===== config.mk =====
export PLATFORM = sky130hd
export DESIGN_NAME = branch_ctrl_flat
export DESIGN_NICKNAME = d
export VERILOG_FILES = /design/src/rtl/branch_ctrl_pkg.sv /design/src/rtl/branch_ctrl_if.sv /design/src/rtl/branch_ctrl_ret_stack.sv /design/src/rtl/branch_ctrl.sv /design/src/flat_wrapper.sv
export SDC_FILE = /design/constraint.sdc
export NUM_CORES = 1
export LEC_CHECK = 0
export CAP_MARGIN = 40
export CORE_MARGIN = 2
export CORE_UTILIZATION = 30
export CTS_BUF_LIST = sky130_fd_sc_hd__clkbuf_8 sky130_fd_sc_hd__clkbuf_16
export CTS_CLUSTER_SIZE = 8
export DETAILED_ROUTE_END_ITERATION = 6
export GPL_TIMING_DRIVEN = 0
export PLACE_DENSITY_LB_ADDON = 0.12
export SYNTH_ARGS = -nofsm -noshare
export SYNTH_HDL_FRONTEND = slang
export SYNTH_SLANG_ARGS = --single-unit

===== constraint.sdc =====
create_clock -name clk -period 4.2 [get_ports clk]
set_clock_uncertainty 0.15 [all_clocks]
set_input_delay 0.84 -clock clk [delete_from_list [all_inputs] [get_ports clk]]
set_output_delay 0.84 -clock clk [all_outputs]
set_load 0.01 [all_outputs]

===== src/rtl/branch_ctrl_pkg.sv =====
// branch_ctrl_pkg: op/cond codes, FSM states and condition evaluation shared by the branch controller.
package branch_ctrl_pkg;
  localparam int ADDR_W_DEF = 16;
  localparam int STACK_DEPTH_DEF = 8;
  typedef enum logic [1:0] {OP_JMP, OP_CALL, OP_RET, OP_INT} op_e;
  typedef enum logic [2:0] {COND_AL, COND_EQ, COND_NE, COND_LT, COND_GT, COND_LE, COND_GE, COND_NV} cond_e;
  typedef enum logic [1:0] {IDLE, EVAL, POP} state_e;
  function automatic logic cond_met(cond_e c, logic lt, logic gt, logic eq);
    case (c)
      COND_AL: return 1'b1;
      COND_EQ: return eq;
      COND_NE: return !eq;
      COND_LT: return lt;
      COND_GT: return gt;
      COND_LE: return lt | eq;
      COND_GE: return gt | eq;
      default: return 1'b0;
    endcase
  endfunction
endpackage


===== src/rtl/branch_ctrl_if.sv =====
// branch_ctrl_if: decoder/fetch-facing bundle of the branch controller.
interface branch_ctrl_if #(parameter int ADDR_W = 16, parameter int STACK_DEPTH = 8);
  localparam int DW = $clog2(STACK_DEPTH) + 1;
  logic              start;
  logic [1:0]        op;
  logic [2:0]        cond;
  logic              lt;
  logic              gt;
  logic              eq;
  logic [ADDR_W-1:0] target;
  logic [ADDR_W-1:0] pc_ret;
  logic              clr_err;
  logic              busy;
  logic              pc_load;
  logic [ADDR_W-1:0] pc_out;
  logic              done;
  logic              taken;
  logic              stk_ovf;
  logic              stk_unf;
  logic [DW-1:0]     depth;
  modport master (output start, op, cond, lt, gt, eq, target, pc_ret, clr_err,
                  input busy, pc_load, pc_out, done, taken, stk_ovf, stk_unf, depth);
  modport slave (input start, op, cond, lt, gt, eq, target, pc_ret, clr_err,
                 output busy, pc_load, pc_out, done, taken, stk_ovf, stk_unf, depth);
endinterface


===== src/rtl/branch_ctrl_ret_stack.sv =====
// ret_stack: return-address LIFO with registered read data; overflow/underflow are silently ignored here.
module ret_stack #(
  parameter int W = 16,
  parameter int DEPTH = 8,
  localparam int AW = $clog2(DEPTH),
  localparam int DW = AW + 1
) (
  input  logic          clk,
  input  logic          rst,
  input  logic          push,
  input  logic          pop,
  input  logic [W-1:0]  wdata,
  output logic [W-1:0]  rdata,
  output logic          full,
  output logic          empty,
  output logic [DW-1:0] depth
);
  logic [W-1:0] mem [DEPTH];
  logic [DW-1:0] sp, sp_m1;
  assign sp_m1 = sp - 1'b1;
  assign full = sp == DW'(DEPTH);
  assign empty = sp == '0;
  assign depth = sp;
  always_ff @(posedge clk or negedge rst)
    if (!rst) begin
      sp <= '0;
      rdata <= '0;
    end else if (push && !full) begin
      sp <= sp + 1'b1;
    end else if (pop && !empty) begin
      sp <= sp_m1;
      rdata <= mem[sp_m1[AW-1:0]];
    end
  // Storage is deliberately left out of reset.
  always_ff @(posedge clk)
    if (push && !full) mem[sp[AW-1:0]] <= wdata;
endmodule


===== src/rtl/branch_ctrl.sv =====
// branch_ctrl: resolves conditional JMP/CALL/RET/INT against comparer flags and emits a one-shot PC load.
module branch_ctrl import branch_ctrl_pkg::*; #(
  parameter int ADDR_W = ADDR_W_DEF,
  parameter int STACK_DEPTH = STACK_DEPTH_DEF
) (
  input logic        clk,
  input logic        rst,
  branch_ctrl_if.slave bus
);
  state_e st, nxt;
  op_e op_q;
  cond_e cond_q;
  logic lt_q, gt_q, eq_q, ok, push, pop, full, empty, set_ovf, set_unf, ovf, unf;
  logic [ADDR_W-1:0] target_q, pc_ret_q, rdata;
  ret_stack #(.W(ADDR_W), .DEPTH(STACK_DEPTH)) stk (
    .clk(clk), .rst(rst), .push(push), .pop(pop), .wdata(pc_ret_q),
    .rdata(rdata), .full(full), .empty(empty), .depth(bus.depth)
  );
  assign ok = op_q == OP_INT || cond_met(cond_q, lt_q, gt_q, eq_q);
  assign bus.busy = st != IDLE;
  assign bus.stk_ovf = ovf;
  assign bus.stk_unf = unf;
  always_ff @(posedge clk or negedge rst)
    if (!rst) begin
      st <= IDLE;
      op_q <= OP_JMP;
      cond_q <= COND_AL;
      {lt_q, gt_q, eq_q} <= '0;
      target_q <= '0;
      pc_ret_q <= '0;
      ovf <= 1'b0;
      unf <= 1'b0;
    end else begin
      st <= nxt;
      if (st == IDLE && bus.start) begin
        op_q <= op_e'(bus.op);
        cond_q <= cond_e'(bus.cond);
        {lt_q, gt_q, eq_q} <= {bus.lt, bus.gt, bus.eq};
        target_q <= bus.target;
        pc_ret_q <= bus.pc_ret;
      end
      // clr_err takes priority over a same-cycle failed push/pop
      ovf <= !bus.clr_err && (ovf || set_ovf);
      unf <= !bus.clr_err && (unf || set_unf);
    end
  always_comb begin
    nxt = st;
    push = 1'b0;
    pop = 1'b0;
    set_ovf = 1'b0;
    set_unf = 1'b0;
    bus.pc_load = 1'b0;
    bus.pc_out = '0;
    bus.done = 1'b0;
    bus.taken = 1'b0;
    case (st)
      IDLE: nxt = bus.start ? EVAL : IDLE;
      EVAL: begin
        nxt = IDLE;
        bus.done = 1'b1;
        if (ok)
          case (op_q)
            OP_JMP: {bus.pc_load, bus.taken, bus.pc_out} = {2'b11, target_q};
            OP_CALL, OP_INT:
              if (full) set_ovf = 1'b1;
              else {push, bus.pc_load, bus.taken, bus.pc_out} = {3'b111, target_q};
            OP_RET:
              if (empty) set_unf = 1'b1;
              else {pop, nxt, bus.done} = {1'b1, POP, 1'b0};
          endcase
      end
      POP: {nxt, bus.pc_load, bus.done, bus.taken, bus.pc_out} = {IDLE, 3'b111, rdata};
      default: nxt = IDLE;
    endcase
  end
endmodule


===== src/flat_wrapper.sv =====
// flat-port wrapper written by rule: the top's interface ports become plain ports
module branch_ctrl_flat import branch_ctrl_pkg::*;
#(
  parameter int ADDR_W = ADDR_W_DEF,
  parameter int STACK_DEPTH = STACK_DEPTH_DEF
)
  (clk, rst, bus_start, bus_op, bus_cond, bus_lt, bus_gt, bus_eq, bus_target, bus_pc_ret, bus_clr_err, bus_busy, bus_pc_load, bus_pc_out, bus_done, bus_taken, bus_stk_ovf, bus_stk_unf, bus_depth);
  branch_ctrl_if #(.ADDR_W(ADDR_W), .STACK_DEPTH(STACK_DEPTH)) bus_i ();
  input logic clk;
  input logic rst;
  input wire logic [$bits(bus_i.start)-1:0] bus_start;
  input wire logic [$bits(bus_i.op)-1:0] bus_op;
  input wire logic [$bits(bus_i.cond)-1:0] bus_cond;
  input wire logic [$bits(bus_i.lt)-1:0] bus_lt;
  input wire logic [$bits(bus_i.gt)-1:0] bus_gt;
  input wire logic [$bits(bus_i.eq)-1:0] bus_eq;
  input wire logic [$bits(bus_i.target)-1:0] bus_target;
  input wire logic [$bits(bus_i.pc_ret)-1:0] bus_pc_ret;
  input wire logic [$bits(bus_i.clr_err)-1:0] bus_clr_err;
  output wire logic [$bits(bus_i.busy)-1:0] bus_busy;
  output wire logic [$bits(bus_i.pc_load)-1:0] bus_pc_load;
  output wire logic [$bits(bus_i.pc_out)-1:0] bus_pc_out;
  output wire logic [$bits(bus_i.done)-1:0] bus_done;
  output wire logic [$bits(bus_i.taken)-1:0] bus_taken;
  output wire logic [$bits(bus_i.stk_ovf)-1:0] bus_stk_ovf;
  output wire logic [$bits(bus_i.stk_unf)-1:0] bus_stk_unf;
  output wire logic [$bits(bus_i.depth)-1:0] bus_depth;
  assign bus_i.start = bus_start;
  assign bus_i.op = bus_op;
  assign bus_i.cond = bus_cond;
  assign bus_i.lt = bus_lt;
  assign bus_i.gt = bus_gt;
  assign bus_i.eq = bus_eq;
  assign bus_i.target = bus_target;
  assign bus_i.pc_ret = bus_pc_ret;
  assign bus_i.clr_err = bus_clr_err;
  assign bus_busy = bus_i.busy;
  assign bus_pc_load = bus_i.pc_load;
  assign bus_pc_out = bus_i.pc_out;
  assign bus_done = bus_i.done;
  assign bus_taken = bus_i.taken;
  assign bus_stk_ovf = bus_i.stk_ovf;
  assign bus_stk_unf = bus_i.stk_unf;
  assign bus_depth = bus_i.depth;
  branch_ctrl #(.ADDR_W(ADDR_W), .STACK_DEPTH(STACK_DEPTH)) u_core (.clk(clk), .rst(rst), .bus(bus_i));
endmodule

=== Word-level counts from Yosys, hierarchy flattened ===
Memories as Yosys holds them, arrays and structs flattened. A register that Yosys moved wholly into a read port is not among the register bits.
Index checks and enable logic that the tools add are counted.

* Output and inout bits: 26
* Memory bits (read-only): 0
* Word-level logic and storage cells: 86
* Bits in writable memories: 128
* Bits in latches: 0
* Flip-flop bits (word level): 48
* Bits of input ports: 44
* Memories kept: 1

{| class="wikitable"
|+ Memory list
! memory !! depth !! width !! rd ports !! clocked after Yosys merged registers in !! write ports !! line !! text
|-
| u_core.stk.mem || 8 || 16 || 1 || 1 || 1 || branch_ctrl_ret_stack.sv:18 || <nowiki>logic [W-1:0] mem [DEPTH];</nowiki>
|}

* Magnitude comparators: 0
* Equal/unequal tests: 12
* Muxes and demuxes: 36
* Shift operators: 0
* Bitwise logic cells: 3
* Multipliers: 0
* Add/sub/neg operators: 2
* Reductions and logical operators: 21
* Div/mod/pow operators: 0

{| class="wikitable"
|+ Operators by type and width
! operator !! count
|-
| $pmux W16 S2 || 2
|-
| $mux W16 || 2
|-
| $mux W1 || 22
|-
| $eq A3 B3 Y1 const B || 3
|-
| $mux W4 || 2
|-
| $pmux W1 S7 || 1
|-
| $eq A2 B2 Y1 const B || 3
|-
| $eq A3 B2 Y1 const B || 2
|-
| $mux W2 || 3
|-
| $pmux W1 S2 || 3
|-
| $logic_and A1 B1 Y1 || 5
|-
| $logic_not A1 Y1 || 5
|-
| $add A4 B1 Y4 const B || 1
|-
| $eq A2 B1 Y1 const B || 2
|-
| $eq A4 B4 Y1 const B || 1
|-
| $logic_not A2 Y1 || 2
|-
| $logic_not A4 Y1 || 1
|-
| $pmux W2 S2 || 1
|-
| $reduce_bool A2 Y1 || 2
|-
| $sub A4 B1 Y4 const B || 1
|-
| $eq A3 B1 Y1 const B || 1
|-
| $logic_not A3 Y1 || 1
|-
| $logic_or A1 B1 Y1 || 3
|-
| $or A1 B1 Y1 || 2
|-
| 3 further kinds || 3
|}

=== Depth between registers and ports, before layout ===
Gate-level depths: netlist of run 1.

* Depth after elaboration: 8
* Mapped depth: 9
* Mapped depth without buffers: 8

=== Hierarchy ===
A second synthesis of run 1 with hierarchy kept.

* Cell total of the unflattened synthesis: 532
* Area total of the unflattened synthesis: 8,225.4 µm²

{| class="wikitable"
|+ Modules (own cells, without submodules)
! module !! area an instance (µm²) !! sequential area each (µm²) !! cells each !! times used
|-
| ret_stack || 6,037.0 || 4,344.2 || 353 || 1
|-
| branch_ctrl || 2,188.3 || 1,101.1 || 179 || 1
|}

=== Worst setup path before layout of run 1 ===
No wires, ideal clock.

* Kind: register to register
* Start point: reg u_core.stk.sp[0], in the netlist u_core.stk.depth[0]
* End point: mem u_core.stk.mem[0][0], enable pin
* Clock period less this slack: 3.712 ns
* Path slack: 0.488 ns
* Required time: 3.620 ns
* Data arrival time: 3.132 ns
* Buffers on the path: 1
* Library setup time: 0.430 ns
* Cell stages (with the launch flop): 7
* Cells stage by stage: dfrtp_1 > clkbuf_1 > inv_1 > ha_1 > nand3b_1 > nand2_1 > nor4_1

* Word-level cells in the longest chain between the ends: 8
* Elaborated cells between the ends (all ways): 9
* Classes of those cells: eq/ne: 1; mux: 6; reduce/logical: 2

{| class="wikitable"
|+ RTL lines
! element !! line !! text
|-
| start: declaration || branch_ctrl_ret_stack.sv:19 || <nowiki>logic [DW-1:0] sp, sp_m1;</nowiki>
|-
| start signal: assignment || branch_ctrl_ret_stack.sv:29 || <nowiki>sp <= sp + 1'b1;</nowiki>
|-
| start signal: assignment || branch_ctrl_ret_stack.sv:31 || <nowiki>sp <= sp_m1;</nowiki>
|-
| $eq A4 B4 Y1 || branch_ctrl_ret_stack.sv:21 || <nowiki>assign full = sp == DW'(DEPTH);</nowiki>
|-
| $mux W1 || branch_ctrl.sv:65 || <nowiki>if (full) set_ovf = 1'b1;</nowiki>
|-
| $mux W1 || branch_ctrl.sv:62 || <nowiki>case (op_q)</nowiki>
|-
| $mux W1 || branch_ctrl.sv:61 || <nowiki>if (ok)</nowiki>
|-
| $mux W1 || branch_ctrl.sv:56 || <nowiki>case (st)</nowiki>
|-
| $logic_and A1 B1 Y1 || branch_ctrl_ret_stack.sv:36 || <nowiki>if (push && !full) mem[sp[AW-1:0]] <= wdata;</nowiki>
|-
| $mux W1 || branch_ctrl_ret_stack.sv:36 ||
|-
| $mux W1 (not written as such) || branch_ctrl_ret_stack.sv:36 ||
|-
| end: declaration || branch_ctrl_ret_stack.sv:18 ||
|}

Several ways; a longest one is shown, not always the timed one.

=== Worst setup path in the final report of run 1 ===
* Start point: reg u_core.stk.sp[0], in the netlist u_core.stk.depth[0]
* End point: out bus_taken

* Word-level cells in the longest chain between the ends: 5

{| class="wikitable"
|+ RTL lines
! element !! line !! text
|-
| $eq A4 B4 Y1 || branch_ctrl_ret_stack.sv:21 ||
|-
| $mux W1 || branch_ctrl.sv:65 ||
|-
| $pmux W1 S2 || branch_ctrl.sv:62 ||
|-
| $mux W1 || branch_ctrl.sv:61 ||
|-
| $pmux W1 S2 || branch_ctrl.sv:56 ||
|-
| end: declaration || flat_wrapper.sv:24 || <nowiki>output wire logic [$bits(bus_i.taken)-1:0] bus_taken;</nowiki>
|}

Every way passes these cells.

==> impl_metrics.ini, run 1 <==
[die]
initial_core_util = 0.307
core_mm2 = 0.0253
die_area_mm2 = 0.0271
die_x_um = 165
rows = 58
die_h_um = 165
ioPinCount = 70

[detailed_routing]
ant_nets = 0
drcViolationCount = 0
routed_via_density = 4.59
vias = 4145
drt_iter0_markers = 285
wl_per_cell_um = 18.3
drt-pass1-iter-count = 6
wirelength_um = 16600

[hold_path]
min_path_type = input pin to asynchronous set/reset pin

[critical_path]
r2r_start = u_core.stk.depth[0]
startpoint_type = flop
r2r_end = u_core.stk.rdata[0]
critPathRequiredTime_ns = 3.21
crit_fanout = 10
worstSetupPathType = flop to primary output
arrival_ns = 3.00
reg2reg_slack_ns = 1.21
rr_worst_depth = 8
endpoint_kind = primary output

[synth]
synthesis.nets = 498
synth_flop_cell = edfxtp_1
synth_edf_count = 128
synth-seq-cells = 192
ys_types = 41
synthesis.area_mm2 = 0.00775
yosysWarnings = 0
yosysSeqAreaShare = 0.703
syn_inst = 449
syn_area_per_cell_um2 = 17.3
postSynth.asyncResetShare = 0.333

[sta]
worstMarginPinSlew_ns = 0.717
finalSetupViolations = 0
timing.final.crit_share = 0.950
slew_headroom = 0.522
fmaxAchievable_mhz = 251
rsz0062_at_grt = no
slew_violations = 0
hold_viol = 0
period_needed_ns = 3.99

[power_and_ir_drop]
ir_worst_vdd_uv = 225
p_leak_nw = 3.42
power_density_mw_per_mm2 = 613

[clock_network]
cts.reportedPaths.clkPinSlew_ns = 0.08
cts.sinks = 192
tritoncts = built
root_buffer = clkbuf_16
h-tree-depth = 4
cts_hold_repair.buffers = 0
clock_path_buffers = 2
clk_latency_ns = 0.44
numCtsBuffers = 17

[place]
dp_hpwl_um = 12100
dp.cells = 871
portBuffers = 69
placed_area_mm2 = 0.00911
place_congestion = 0.722

[finish]
postLayoutCellArea_mm2 = 0.00974
instances_no_fill = 904
n_antenna_cell = 0
postLayoutCoreUtil = 0.386
syn_to_final_growth_pct = 25.7
nNetsFinal = 610
drive_gt1_frac = 0.274
final_common_cell = edfxtp_1
final_cell_mix = edfxtp_1 (128), clkdlybuf4s50_1 (68), dfrtp_1 (62), nand2_1 (39), mux2_2 (39)

[outcome]
status = finished clean

[grt]
grt_pass1_vias = 4269
grt_usage = 0.129
grt_max_degree = 37
grt_overflow = 0
grt_pass1_wl_um = 25100
grt_antenna_before_repair = 0

[job]
cap_violations = 0
[synth_stat cells, types with 2 or more instances]
cell,n,area [um2]
clkbuf_1,13,48.8
inv_1,7,26.3
mux2_2,39,439
nor4_1,4,25.0
nor3_1,5,25.0
a21boi_0,6,45.0
ha_1,5,62.6
and3b_1,2,17.5
a21boi_1,10,75.1
a32oi_1,2,17.5
xnor2_1,3,26.3
a21oi_1,5,25.0
nor2_1,4,15.0
dfrtp_1,64,1600
nand3_1,17,85.1
mux4_2,32,721
buf_4,4,30.0
o21ai_0,12,60.1
nand2_1,39,146
mux2i_1,17,170
o21ai_1,6,30.0
nand2b_1,2,12.5
buf_2,6,30.0
edfxtp_1,128,3840
[power breakdown]
group | internal [mW] | switching (mW)
clock network | 0.896 | 0.745
logic | 0.865 | 0.935
registers | 2.33 | 0.197
[state kept, by name, summed over array words and instances, names as in the netlist, 2 cells and up]
| register | cells |
|---|---|
| u_core.target_q | 16 |
| u_core.op_q | 2 |
| u_core.cond_q | 3 |
| u_core.stk.mem | 128 |
| u_core.stk.rdata | 16 |
| u_core.st | 2 |
| u_core.pc_ret_q | 16 |
| u_core.stk.depth | 4 |
[kinds of logic (layout without fill, tap and decap cells)]
kind of cell             count (synthesis)  after routing  share of synthesized area
flip-flops                             192            192                      0.703
multiplexers                            88             88                      0.172
AND/OR/NAND/NOR                         80             80                     0.0497
AO/OA/AOI/OAI                           49             49                     0.0446
buffers and inverters                   31            156                     0.0179
adder cells (fa/ha/maj)                  5              5                    0.00807
XOR/XNOR                                 4              4                    0.00549
[final cells by class]
type | count | area, um2
fill | 2360 | 15500
sequential | 192 | 5450
multi-input combinational | 226 | 2220
timing repair buffer | 93 | 907
clock buffer | 17 | 425
tap | 330 | 413
clock inverter | 15 | 175
buffer | 23 | 123
inverter | 8 | 30.0
[worst max-delay path, cell delays in order, from the launching register on]
cell,delay [ns]
dfrtp_2,0.41
clkbuf_8,0.21
inv_1,0.15
ha_2,0.26
and3b_1,0.22
a21oi_4,0.26
buf_4,0.16
a21oi_1,0.06
nor2b_1,0.19
buf_4,0.13
clkdlybuf4s50_1,0.51
[worst max-delay path by stage]
stage | from | cells past startpoint | to | slack, ns
2_1_floorplan | u_core.stk.depth[0] | 6 | u_core.stk.mem[0][0] | 0.49
3_3_place_gp | u_core.stk.depth[0] | 6 | u_core.stk.mem[3][14] | -1.39
3_5_place_dp | u_core.stk.depth[0] | 9 | bus_pc_out[14] | -0.17
4_1_cts | u_core.stk.depth[0] | 9 | bus_pc_out[14] | 0.004
5_1_grt | u_core.stk.depth[0] | 10 | bus_taken | 0.04
6_report | u_core.stk.depth[0] | 10 | bus_taken | 0.21
[stage by stage]
stage	setup TNS, ns	hold WS [ns]	power [mW]	setup slack [ns]
floorplan	0	0.300	3.73	0.488
global placement	-121.62	0.324	4.33	-1.39
detailed placement	-1.50	0.324	4.40	-0.171
CTS	0	0.190	6.07	0.00391
global route	0	0.205	6.31	0.0410
finish	0	0.185	5.97	0.208
[repair_timing]
item,4_1_cts,5_1_grt
pin swaps,0,1
setup endpoints to repair,18,12
buffers inserted,0,1
resized for setup,4,4
[routing by layer]
metal  up-vias  GRT usage  part of all wire
met5         -          0                 0
met4         0     0.0391             0.011
met3        12     0.0309             0.052
met2        93      0.211              0.49
met1      2094      0.170              0.45
li1       1946          -                 -
(Power assumes the default switching activity.)
==> inputs of run 2 (changes only) <==
--- a/config.mk
+++ b/config.mk
@@ -5,13 +5,14 @@
 export SDC_FILE = /design/constraint.sdc
 export NUM_CORES = 1
 export LEC_CHECK = 0
+export ABC_AREA = 1
 export CAP_MARGIN = 40
 export CORE_MARGIN = 2
 export CORE_UTILIZATION = 30
 export CTS_BUF_LIST = sky130_fd_sc_hd__clkbuf_8 sky130_fd_sc_hd__clkbuf_16
 export CTS_CLUSTER_SIZE = 8
 export DETAILED_ROUTE_END_ITERATION = 6
-export GPL_TIMING_DRIVEN = 0
+export GPL_TIMING_DRIVEN = 1
 export PLACE_DENSITY_LB_ADDON = 0.12
 export SYNTH_ARGS = -nofsm -noshare
 export SYNTH_HDL_FRONTEND = slang
==> constraint.sdc (replaced) <==
create_clock -name clk -period 5 [get_ports clk]
set_clock_uncertainty 0.15 [all_clocks]
set_input_delay 1 -clock clk [delete_from_list [all_inputs] [get_ports clk]]
set_output_delay 1 -clock clk [all_outputs]
set_load 0.01 [all_outputs]
==> run 2 against run 1 <==
  * The run now ends with design-rule violations left
  * Combinational power fell by 5%
  * Die area rose by 3.2%
  * Global-route usage rose by 2.0 points
  * First-iteration DRC count rose by 20%
  * Highest routed layer unchanged
  * Worst hold slack improved by 0.15 ns
  * Final cell count rose by 23%
  * Critical path type unchanged
  * Critical endpoint is now bus_pc_out[6]
==> impl_metrics.ini, run 2 <==
[outcome]
status = finished, violations left
violations = design-rule violations

[critical_path]
crit_buf_inv = 2
cpLargestDelayFamily = simple AND/OR/NAND/NOR gates
r2r_end = u_core.stk.mem[7][7]
reg2reg_slack_ns = 2.14
cp_cell_sequence = inv_1, ha_1, nand3_2, nor2_2, nor3b_4, nand3_1, a21oi_1, clkdlybuf4s50_1
endpoint_kind = primary output
r2r_start = u_core.cond_q[2]
startpoint_type = flop
critPathMaxStageDelay_ns = 0.73
cp.depth = 8
rr_worst_depth = 8
crit_fanout = 17
crit_slowest_cell = nor3b_4
arrival_ns = 3.04
worstSetupPathType = flop to primary output
critPathRequiredTime_ns = 3.85

[finish]
postLayoutCoreUtil = 0.367
largest_register_ffs = 128
nNetsFinal = 817
drive_gt1_frac = 0.0986
instances_no_fill = 1116
syn_to_final_growth_pct = 19.8
final_common_cell = nand2_1
postLayoutCellArea_mm2 = 0.00958
final_cell_mix = nand2_1 (174), edfxtp_1 (128), o21ai_0 (94), nor2_1 (74), clkdlybuf4s50_1 (68)
n_antenna_cell = 0

[clock_network]
tritoncts = built
cts.reportedPaths.clkPinSlew_ns = 0.07
cts_hold_repair.buffers = 0
root_buffer = clkbuf_16
clk_latency_ns = 0.43
post_cts_buffers = 0
clock_path_buffers = 2
h-tree-depth = 4
cts_resized = 0
cts.sinks = 192
numCtsBuffers = 17

[place]
dp.cells = 1084
place_ws_ns = 1.23
dp_hpwl_um = 12200
placed_area_mm2 = 0.00900
portBuffers = 69
place_congestion = 0.764

[sta]
finalSetupViolations = 0
fmaxAchievable_mhz = 239
layout_setup_ws_ns = 0.809
rsz0062_at_grt = no
setup_tns_ns = 0
timing.final.crit_share = 0.838
worstMarginPinSlew_ns = 0.892
slew_violations = 0
slew_headroom = 0.405
period_needed_ns = 4.19
hold_slack_ns = 0.333
hold_viol = 0

[synth]
yosysWarnings = 0
yosysSeqAreaShare = 0.681
yosys-top-cells-area = edfxtp_1 (48%), dfrtp_1 (20%), nand2_1 (8.2%)
synthesis.nets = 757
synth_flop_cell = edfxtp_1
syn_inst = 708
synth-seq-cells = 192
synthesis.area_mm2 = 0.00800
synth_top_cells_by_count = nand2_1 (174), edfxtp_1 (128), o21ai_0 (94)
syn_area_per_cell_um2 = 11.3
yosysMostFrequentCell = nand2_1
postSynth.asyncResetShare = 0.333
yosysTopAreaCellShare = 0.480
synth_top_cell_by_area = edfxtp_1
synth_edf_count = 128
ys_types = 33

[power_and_ir_drop]
power_density_mw_per_mm2 = 539
ir_worst_vdd_uv = 220
p_leak_nw = 3.56
finalPower_mw = 5.16

[grt]
grt_antenna_before_repair = 0
grt_max_degree = 72
grt_pass1_wl_um = 31700
grt_usage = 0.149
grt_overflow = 0
grt_pass1_vias = 5522

[hold_path]
min_path_cells = 2
min_from = u_core.stk.rdata[12]
min_to = u_core.stk.rdata[12]
min_path_type = flop to flop

[detailed_routing]
drcViolationCount = 12
wirelength_um = 20100
wl_per_cell_um = 18.0
ant_nets = 0
drt_iter0_markers = 342
vias = 5346
routed_via_density = 4.79
drt-pass1-iter-count = 7

[die]
initial_core_util = 0.306
die_x_um = 167
die_h_um = 167
core_mm2 = 0.0261
die_area_mm2 = 0.0280
rows = 59
ioPinCount = 70

[job]
cap_violations = 0
[run 2: layout make-up]
type / count / area (um2)
well taps: 335 / 419
clock inverters: 15 / 158
flip-flops and latches: 192 / 5450
multi-input cells: 452 / 2220
repair buffers: 86 / 833
clock buffers: 17 / 425
inverters: 19 / 73.8
fillers: 2583 / 16600
[run 2: kinds of logic (layout without fill, tap and decap cells)]
kind of cell,Yosys count,in the layout,share of synthesized area
and+or+nand+nor,288,288,0.152
buffers and inverters,64,137,0.0438
DFF,192,192,0.681
AOI/OAI and AO/OA,155,155,0.112
xor gates and xnor gates,4,4,0.00438
adders and majority gates,5,5,0.00782
[run 2: worst max path at each step]
stage                                   start              endpoint
final                     u_core.stk.depth[1]         bus_pc_out[6]
after global routing      u_core.stk.depth[1]        bus_pc_out[13]
after CTS                 u_core.stk.depth[1]         bus_pc_out[6]
after detailed placement  u_core.stk.depth[1]         bus_pc_out[6]
after global placement    u_core.stk.depth[1]         bus_pc_out[4]
after floorplan           u_core.stk.depth[0]  u_core.stk.mem[2][0]
[run 2: metal layers]
layer | vias to the layer above | wire length, um | GRT usage | share of wire
met5 | - | 0 | 0 | 0
met4 | 0 | 182 | 0.0435 | 0.0090
met3 | 13 | 794 | 0.0260 | 0.039
met2 | 124 | 9690 | 0.249 | 0.48
met1 | 2629 | 9470 | 0.199 | 0.47
li1 | 2580 | - | - | -
[run 2: worst register-to-register path: cells and delay by family (launching register included)]
kind | cells | cell delay, ns
AO/OA/AOI/OAI | 1 | 0.22
buffers and inverters | 1 | 0.37
flip-flops | 1 | 0.41
AND/OR/NAND/NOR | 6 | 1.39
[run 2: power breakdown]
part,leakage (nW),switching (mW),internal [mW]
clock,0.293,0.577,0.778
combinational,1.31,1.15,0.558
sequential,1.96,0.164,1.93
total,3.56,1.89,3.27
==> inputs of run 3 (changes only) <==
==> constraint.sdc (replaced) <==
create_clock -name clk -period 3.7 [get_ports clk]
set_clock_uncertainty 0.15 [all_clocks]
set_input_delay 0.74 -clock clk [delete_from_list [all_inputs] [get_ports clk]]
set_output_delay 0.74 -clock clk [all_outputs]
set_load 0.01 [all_outputs]
==> run 3 against run 2 <==
  * The flow still finishes with violations (design-rule violations)
  * Combinational power up 35%
  * Total power up 35%
  * Routed wire length down 1.8%
  * Clock power up 36%
  * Core utilization up 0.34 points
  * Setup slack worse by 0.56 ns
  * Sequential power up 35%
  * Critical endpoint is now bus_pc_out[12]
  * Count of clock-buffer cells in the layout up 1
  * Design area up 0.94%
  * Critical path depth up 1
  * Sequential share of layout area down 0.53 points
  * Via count up 1.7%
==> impl_metrics.ini, run 3 (synthesis gave the netlist of run 2 again) <==
[power_and_ir_drop]
p_int_mw = 4.42
p_leak_nw = 3.61
netSwitchingPower_mw = 2.56
power_density_mw_per_mm2 = 722
pwr-share-comb = 0.331
switching_share = 0.366
p_clk_frac = 0.262
ir_worst_vdd_uv = 313
finalPower_mw = 6.98
p_seq_frac = 0.407

[clock_network]
cts_hold_repair.buffers = 0
root_buffer = clkbuf_16
clk_latency_ns = 0.42
clock_path_buffers = 2
tritoncts = built
numCtsBuffers = 17
cts.sinks = 192
cts.reportedPaths.clkPinSlew_ns = 0.06
h-tree-depth = 4

[sta]
hold_viol = 0
slew_headroom = 0.496
timing.final.crit_share = 0.932
slew_violations = 0
worstMarginPinSlew_ns = 0.755
period_needed_ns = 3.45
finalSetupViolations = 0
setup_tns_ns = 0
fmaxAchievable_mhz = 290
rsz0062_at_grt = no

[critical_path]
worstSetupPathType = flop to primary output
endpoint_kind = primary output
cpLargestDelayFamily = buffers and inverters
critPathMaxStageDelay_ns = 0.55
r2r_end = u_core.stk.mem[1][12]
crit_fanout = 17
crit_buf_inv = 3
reg2reg_slack_ns = 0.98
rr_worst_depth = 8
startpoint_type = flop
cp_cell_sequence = inv_1, ha_1, nand3_2, nor2_2, nor3b_4, buf_6, nand3_1, a21oi_1, clkdlybuf4s50_1
r2r_start = u_core.cond_q[2]
critPathRequiredTime_ns = 2.81
crit_start = u_core.stk.depth[1]
crit_slowest_cell = clkdlybuf4s50_1
arrival_ns = 2.56

[job]
cap_violations = 0

[detailed_routing]
drt-pass1-iter-count = 7
drt_iter0_markers = 375
wl_per_cell_um = 17.6
wirelength_um = 19800
drcViolationCount = 12
routed_via_density = 4.84
vias = 5436
ant_nets = 0

[finish]
final_cell_mix = nand2_1 (174), edfxtp_1 (128), o21ai_0 (94), nor2_1 (74), clkdlybuf4s50_1 (68)
instances_no_fill = 1123
drive_gt1_frac = 0.112
syn_to_final_growth_pct = 20.9
n_antenna_cell = 0
postLayoutCellArea_mm2 = 0.00967
largest_register_ffs = 128
nNetsFinal = 824
final_common_cell = nand2_1

[place]
dp.cells = 1091
place_congestion = 0.740
dp_hpwl_um = 12000
placed_area_mm2 = 0.00907
portBuffers = 69

[die]
initial_core_util = 0.306
die_area_mm2 = 0.0280
die_x_um = 167
rows = 59
die_h_um = 167
core_mm2 = 0.0261
ioPinCount = 70

[outcome]
status = finished, violations left
violations = design-rule violations

[hold_path]
min_path_type = input pin to asynchronous set/reset pin

[grt]
grt_antenna_before_repair = 0
grt_overflow = 0
grt_pass1_vias = 5428
grt_usage = 0.145
grt_max_degree = 72
grt_pass1_wl_um = 31000
[run 3: final cells by class]
class	count	area (um2)
clock buffers	18	439
clock inverters	14	153
fillers	2571	16500
inverters	19	73.8
multi-input cells	452	2220
flip-flops and latches	192	5450
well taps	335	419
repair buffers	93	915
[run 3: routing by layer]
metal	track usage	vias to the layer above	part of all wire
li1	-	2598	-
met2	0.241	122	0.47
met1	0.195	2697	0.47
met5	0	-	0
met4	0.0405	0	0.013
met3	0.0288	19	0.041
[run 3: how the worst max path moves through the flow]
stage	end	slack, ns	cells past startpoint
finish	bus_pc_out[12]	0.25	9
floorplan	u_core.stk.mem[2][0]	0.47	9
detailed placement	bus_pc_out[6]	0.63	9
CTS	bus_pc_out[6]	0.17	9
global route	bus_pc_out[12]	0.06	9
global placement	bus_pc_out[12]	0.69	9
[run 3: repair_timing]
| item | 4_1_cts | 5_1_grt |
|---|---|---|
| gates resized for setup | 0 | 1 |
| endpoints found under the setup margin | 0 | 2 |
| buffers inserted | 0 | 0 |
[run 3: through the flow]
| stage | setup WS [ns] | utilization | hold slack [ns] |
|---|---|---|---|
| floorplan | 0.468 | - | 0.294 |
| global placement | 0.690 | 0.346 | 0.319 |
| detailed placement | 0.632 | 0.347 | 0.320 |
| CTS | 0.171 | 0.370 | 0.216 |
| global route | 0.0551 | 0.370 | 0.238 |
| finish | 0.253 | 0.370 | 0.199 |
[run 3: power groups by stage]
stage          logic [mW]  clock network, mW  registers [mW]
5_1_grt              2.59               1.97            2.88
3_5_place_dp         2.34                  0            2.89
4_1_cts              2.34               1.88            2.84
6_report             2.31               1.83            2.84
2_1_floorplan        1.52                  0            2.81
3_3_place_gp         2.24                  0            2.87
[run 3: worst reg2reg max path, stage by stage (launching register included)]
cell and delay [ns]:
dfrtp_1 0.40, nor2_1 0.17, nor2_1 0.06, a21oi_1 0.18
nand2_1 0.11, nand2_4 0.28, nand2_4 0.21, nor2_1 0.62
buf_12 0.25
